--- config.mk ---
export PLATFORM = sky130hd
export DESIGN_NAME = axil_reg_read_slave
export DESIGN_NICKNAME = d
export VERILOG_FILES = /design/src/rtl/axil_reg_read_slave_pkg.sv /design/src/rtl/axil_rd_ctrl.sv /design/src/rtl/axil_reg_read_slave.sv
export SDC_FILE = /design/constraint.sdc
export NUM_CORES = 1
export LEC_CHECK = 0
export CORE_AREA = 5 5 123 125
export DETAILED_ROUTE_END_ITERATION = 16
export DIE_AREA = 0 0 128 130
export PLACE_DENSITY = 0.74
export SKIP_CTS_REPAIR_TIMING = 1
export SYNTH_ARGS = -nofsm -noshare
export SYNTH_HDL_FRONTEND = slang
export SYNTH_SLANG_ARGS = --single-unit
--- constraint.sdc ---
create_clock -name clk -period 2.25 [get_ports clk]
set_input_delay 0.225 -clock clk [delete_from_list [all_inputs] [get_ports clk]]
set_output_delay 0.225 -clock clk [all_outputs]
set_load 0.05 [all_outputs]
--- src/rtl/axil_reg_read_slave_pkg.sv ---
// Shared constants for the AXI4-Lite register read responder:
// response codes, read-FSM state encodings and the byte-offset helper.
package axil_reg_read_slave_pkg;

  localparam logic [1:0] RESP_OKAY   = 2'b00;
  localparam logic [1:0] RESP_SLVERR = 2'b10;

  localparam logic [1:0] S_IDLE = 2'd0;
  localparam logic [1:0] S_WAIT = 2'd1;
  localparam logic [1:0] S_RESP = 2'd2;

  // Number of low address bits that select a byte within one register.
  function automatic int addr_shift(input int data_width);
    return (data_width == 64) ? 3 : 2;
  endfunction

endpackage

--- src/rtl/axil_rd_ctrl.sv ---
// Read-channel sequencing: AR acceptance, latency timer, R valid.
//
//  state  | meaning
//  S_IDLE | ready for an address (arready high except first cycle out of reset)
//  S_WAIT | address accepted, timer counting down to the data sample point
//  S_RESP | rvalid high, holding the response until rready
module axil_rd_ctrl
  import axil_reg_read_slave_pkg::*;
#(
  parameter int READ_LATENCY = 2
) (
  input  logic clk,
  input  logic rst,
  input  logic arvalid,
  input  logic rready,
  output logic arready,
  output logic rvalid,
  output logic ar_hs,
  output logic load_resp,
  output logic r_hs
);

  logic [1:0] state;
  logic [3:0] cnt;

  assign ar_hs     = (state == S_IDLE) && arvalid && arready;
  assign load_resp = (state == S_WAIT) && (cnt == 4'd0);
  assign r_hs      = rvalid && rready;

  // The timer is loaded with READ_LATENCY on the AR edge; together with the
  // edge that leaves WAIT this puts rvalid READ_LATENCY+1 edges after AR.
  // arready is raised one cycle late out of reset so the first post-reset
  // cycle never accepts an address.
  always_ff @(posedge clk) begin
    if (rst) begin
      state   <= S_IDLE;
      cnt     <= 4'd0;
      arready <= 1'b0;
      rvalid  <= 1'b0;
    end else begin
      case (state)
        S_IDLE: begin
          if (ar_hs) begin
            arready <= 1'b0;
            cnt     <= 4'(READ_LATENCY);
            state   <= S_WAIT;
          end else begin
            arready <= 1'b1;
          end
        end
        S_WAIT: begin
          if (cnt == 4'd0) begin
            rvalid <= 1'b1;
            state  <= S_RESP;
          end else begin
            cnt <= cnt - 4'd1;
          end
        end
        S_RESP: begin
          if (r_hs) begin
            rvalid  <= 1'b0;
            arready <= 1'b1;
            state   <= S_IDLE;
          end
        end
        default: begin
          rvalid  <= 1'b0;
          arready <= 1'b0;
          state   <= S_IDLE;
        end
      endcase
    end
  end

endmodule

--- src/rtl/axil_reg_read_slave.sv ---
// AXI4-Lite read responder for a flat register bank: decodes the read
// address, lets axil_rd_ctrl time the response, and returns the register
// value sampled on the edge that enters RESP.
module axil_reg_read_slave
  import axil_reg_read_slave_pkg::*;
#(
  parameter int              ADDR_WIDTH   = 32,
  parameter int              DATA_WIDTH   = 32,
  parameter int              NUM_REGS     = 8,
  parameter longint unsigned BASE_ADDR    = 64'h1000_0000,
  parameter int              READ_LATENCY = 2
) (
  input  logic                           clk,
  input  logic                           rst,
  input  logic                           arvalid,
  output logic                           arready,
  input  logic [ADDR_WIDTH-1:0]          araddr,
  output logic                           rvalid,
  input  logic                           rready,
  output logic [DATA_WIDTH-1:0]          rdata,
  output logic [1:0]                     rresp,
  input  logic [NUM_REGS*DATA_WIDTH-1:0] regs_flat
);

  localparam int SH   = addr_shift(DATA_WIDTH);
  localparam int IDXW = (NUM_REGS > 1) ? $clog2(NUM_REGS) : 1;
  localparam logic [ADDR_WIDTH-1:0] BASE = ADDR_WIDTH'(BASE_ADDR);

  logic                  ar_hs, load_resp, r_hs;
  logic [ADDR_WIDTH-1:0] off, idx_full;
  logic                  dec_err;
  logic                  err_q;
  logic [IDXW-1:0]       idx_q;
  logic [DATA_WIDTH-1:0] reg_sel;

  axil_rd_ctrl #(.READ_LATENCY(READ_LATENCY)) u_ctrl (
    .clk       (clk),
    .rst       (rst),
    .arvalid   (arvalid),
    .rready    (rready),
    .arready   (arready),
    .rvalid    (rvalid),
    .ar_hs     (ar_hs),
    .load_resp (load_resp),
    .r_hs      (r_hs)
  );

  // Decode is fully unsigned in ADDR_WIDTH bits; the below-base test keeps a
  // wrapped offset from aliasing onto a valid register.
  always_comb begin
    off      = araddr - BASE;
    idx_full = off >> SH;
    dec_err  = (araddr < BASE) || (off[SH-1:0] != '0) ||
               (idx_full >= ADDR_WIDTH'(NUM_REGS));
  end

  assign reg_sel = regs_flat[int'(idx_q)*DATA_WIDTH +: DATA_WIDTH];

  // Only the decode result is kept at AR time; data is fetched later.
  always_ff @(posedge clk) begin
    if (rst) begin
      err_q <= 1'b0;
      idx_q <= '0;
    end else if (ar_hs) begin
      err_q <= dec_err;
      idx_q <= idx_full[IDXW-1:0];
    end
  end

  // Response payload loads with rvalid rising and clears on the R handshake.
  always_ff @(posedge clk) begin
    if (rst) begin
      rdata <= '0;
      rresp <= RESP_OKAY;
    end else if (load_resp) begin
      rdata <= err_q ? '0 : reg_sel;
      rresp <= err_q ? RESP_SLVERR : RESP_OKAY;
    end else if (r_hs) begin
      rdata <= '0;
      rresp <= RESP_OKAY;
    end
  end

endmodule

==> metrics.txt <==
clk root buf=clkbuf_16; initial core utilization=26.4%; Slew Limit Fails=0; Clk pwr share=between 20% and 30%; die height=130 um; Avg Cell Area, Syn=11.0 sq um; ratio of cells with drive above 1 in the final layout=14.3%; Inserted Clock Buffers=5; WL/cell=19.0 um; die width=128 um; initial antenna violation count=0; row cnt=43; Sw Share=approximately 27%; #FFs+latches synth=45; CP Cell Sequence=clkdlybuf4s50_1; max-cap violation count=0; Critical Path RT=a little over 2000 ps; Clock Skew=3.65 ps; DR DRC count=0; endpoints failing setup=0; Routed Antenna Nets=0; f_max=around 560 MHz; clock slew at reported path FFs=70 ps; Worst VDD drop=0.266 mV; CTS tree=done; Logic pwr share=roughly two fifths; setup TNS=0 ps; first-pass GRT wire length=23,500 um; gpl congestion=just over 0.9; largest net degree at the start of global routing=43; Final Critical Period=1790 ps; cell area after layout=7230 sq um; Synth cell types=36; Critical Path Max Stage Delay=860 ps; PortBufs=326; hold crit path type=register to register; CP arrival=1560 ps; Synth Flop Type=dfxtp_1; Overflow after GRT=0; Seq/Total Area, Yosys=24.8%; sw power=0.000740 W; htree depth=2; core footprint=13,800 sq um; Setup crit start kind=register; maximum buffer depth of the clock tree=2; vias in the first global route=4,570; leading area contributor after synthesis=mux4_2; placed inst area=7080 sq um; ys async rst share=0%; Final Cycle Share=79.4%; Global Route Usage Sum=18.0%; Post-Synthesis Cell Area=3640 sq um; PD cells=377 nW/um^2; # IOs=around 330; status=completed; register share of total power=between 30% and 40%; final hold vios=0; Final Util=52.5%; Slew HR=61.9%; number of synthesized flops with an enable pin=0; Int Pwr=roughly 0.0020 W; worst skew pair latency=280 ps; top-count cell post-synth=nand2b_1; nets=around 940; Crit-path slowest cell=clkdlybuf4s50_1; die area=16,600 sq um; Worst setup EP type=primary output; Detail Placement HPWL=13,700 um; top cell type's share of synthesized area=39.6%; Lkg Pwr=2.53 nW; Net Count, Synth=625; wirelength, routed=15,800 um; area grow syn2layout=98.6%; First-pass DRT Iterations=4; RSZ-0062 raised after global routing=no; list of most frequent post-synthesis cells=65 x nand2b_1, 64 x mux4_2, 45 x dfxtp_1, 36 x nand2_1, 36 x nand3_1; # clock sinks=45; CP top delay family=buffers and inverters; Synth area leaders=mux4_2 40%, dfxtp_1 25%, nand2b_1 11%; CP Buf/Inv Count=1; Yosys warnings=0; Antenna diodes=0; Synth Instances=about 330; Worst Path Max Fanout=4; routed via count=4,027; actual transition at the worst max-transition pin=569 ps; WS Path Type=register to primary output; initial DRC count=between 200 and 250; via/cell ratio=just under 5
==> final cells by class <==
class | instances | area (sq um)
clock inverters | 3 | 22.5
multi-input cells | 256 | 2550
inverters | 3 | 11.3
fillers | 1266 | 6540
repair buffers | 339 | 3390
flip-flops and latches | 45 | 906
clock buffers | 5 | 125
well taps | 180 | 225
==> power groups by stage <==
| stage | sequential [W] | clock, W | combinational (W) |
|---|---|---|---|
| 2_1_floorplan | 0.000979 | 0 | 0.000395 |
| 3_3_place_gp | 0.000881 | 0 | 0.00112 |
| 3_5_place_dp | 0.000883 | 0 | 0.00114 |
| 4_1_cts | 0.000865 | 0.000768 | 0.00114 |
| 5_1_grt | 0.000870 | 0.000801 | 0.00120 |
| 6_report | 0.000865 | 0.000734 | 0.00113 |
==> per-layer routing <==
layer / GRT usage (%) / part of all wire [%]
met1: 19.3 / 36
met3: 4.42 / 6.9
met5: 0 / 0
met4: 4.93 / 2.3
met2: 35.1 / 55
==> placed cells by master, fill, tap and decap left out, types with 2 or more instances in the layout <==
cell             instances
xor2_1                   2
o21ai_0                  3
nor4_1                   5
ha_1                     2
buf_12                   2
mux4_2                  64
nor2_1                  15
clkbuf_16                5
dfxtp_1                 43
clkdlybuf4s50_1        326
mux2i_1                  4
nand2b_1                65
nor3_1                   4
a21oi_1                  3
nand3_1                 36
nand4_1                  2
nand2_1                 36
buf_4                   11
clkinvlp_4               3
inv_1                    3
==> logic make-up after synthesis <==
kind of cell	after synthesis	synth area share, %
compound gates	10	2.20
xor+xnor	2	0.481
fa+ha+maj	2	0.687
buf+inv	30	5.09
flops	45	24.8
mux	68	40.7
other cells	1	0.103
simple gates	173	26.0
==> through the flow <==
stage / hold WS, ps / cells / total power (W) / worst slack (ps)
final: 450 / 831 / 0.00273 / 463
after detailed placement: 440 / 823 / 0.00202 / 552
after global placement: 435 / 823 / 0.00200 / 577
after floorplan: 372 / 331 / 0.00137 / 613
after CTS: 456 / 831 / 0.00278 / 450
after global routing: 484 / 831 / 0.00287 / 429
==> worst paths after layout <==
path                 startpoint       end  slack [ps]  depth (start not counted)
hold / removal         rdata[9]  rdata[9]         450                          2
setup reg to reg  u_ctrl.cnt[0]  rdata[9]         620                          7
setup / recovery  u_ctrl.rvalid    rvalid         460                          1
hold reg to reg        rdata[9]  rdata[9]         450                          2
==> flip-flops by register name, indices dropped and copies added (netlist names) <==
signal / count
u_ctrl.state: 2
err_q: 1
u_ctrl.rvalid: 1
idx_q: 3
u_ctrl.cnt: 4
rdata: 32
u_ctrl.arready: 1
rresp: 1
==> worst reg2reg max path: stages (launching register included) <==
cell	delay (ps)
dfxtp_1	330
inv_1	90
ha_1	160
nor3b_4	360
nand4_2	150
buf_4	220
nand2b_1	180
nand3_1	80
(Power assumes the default switching activity.)
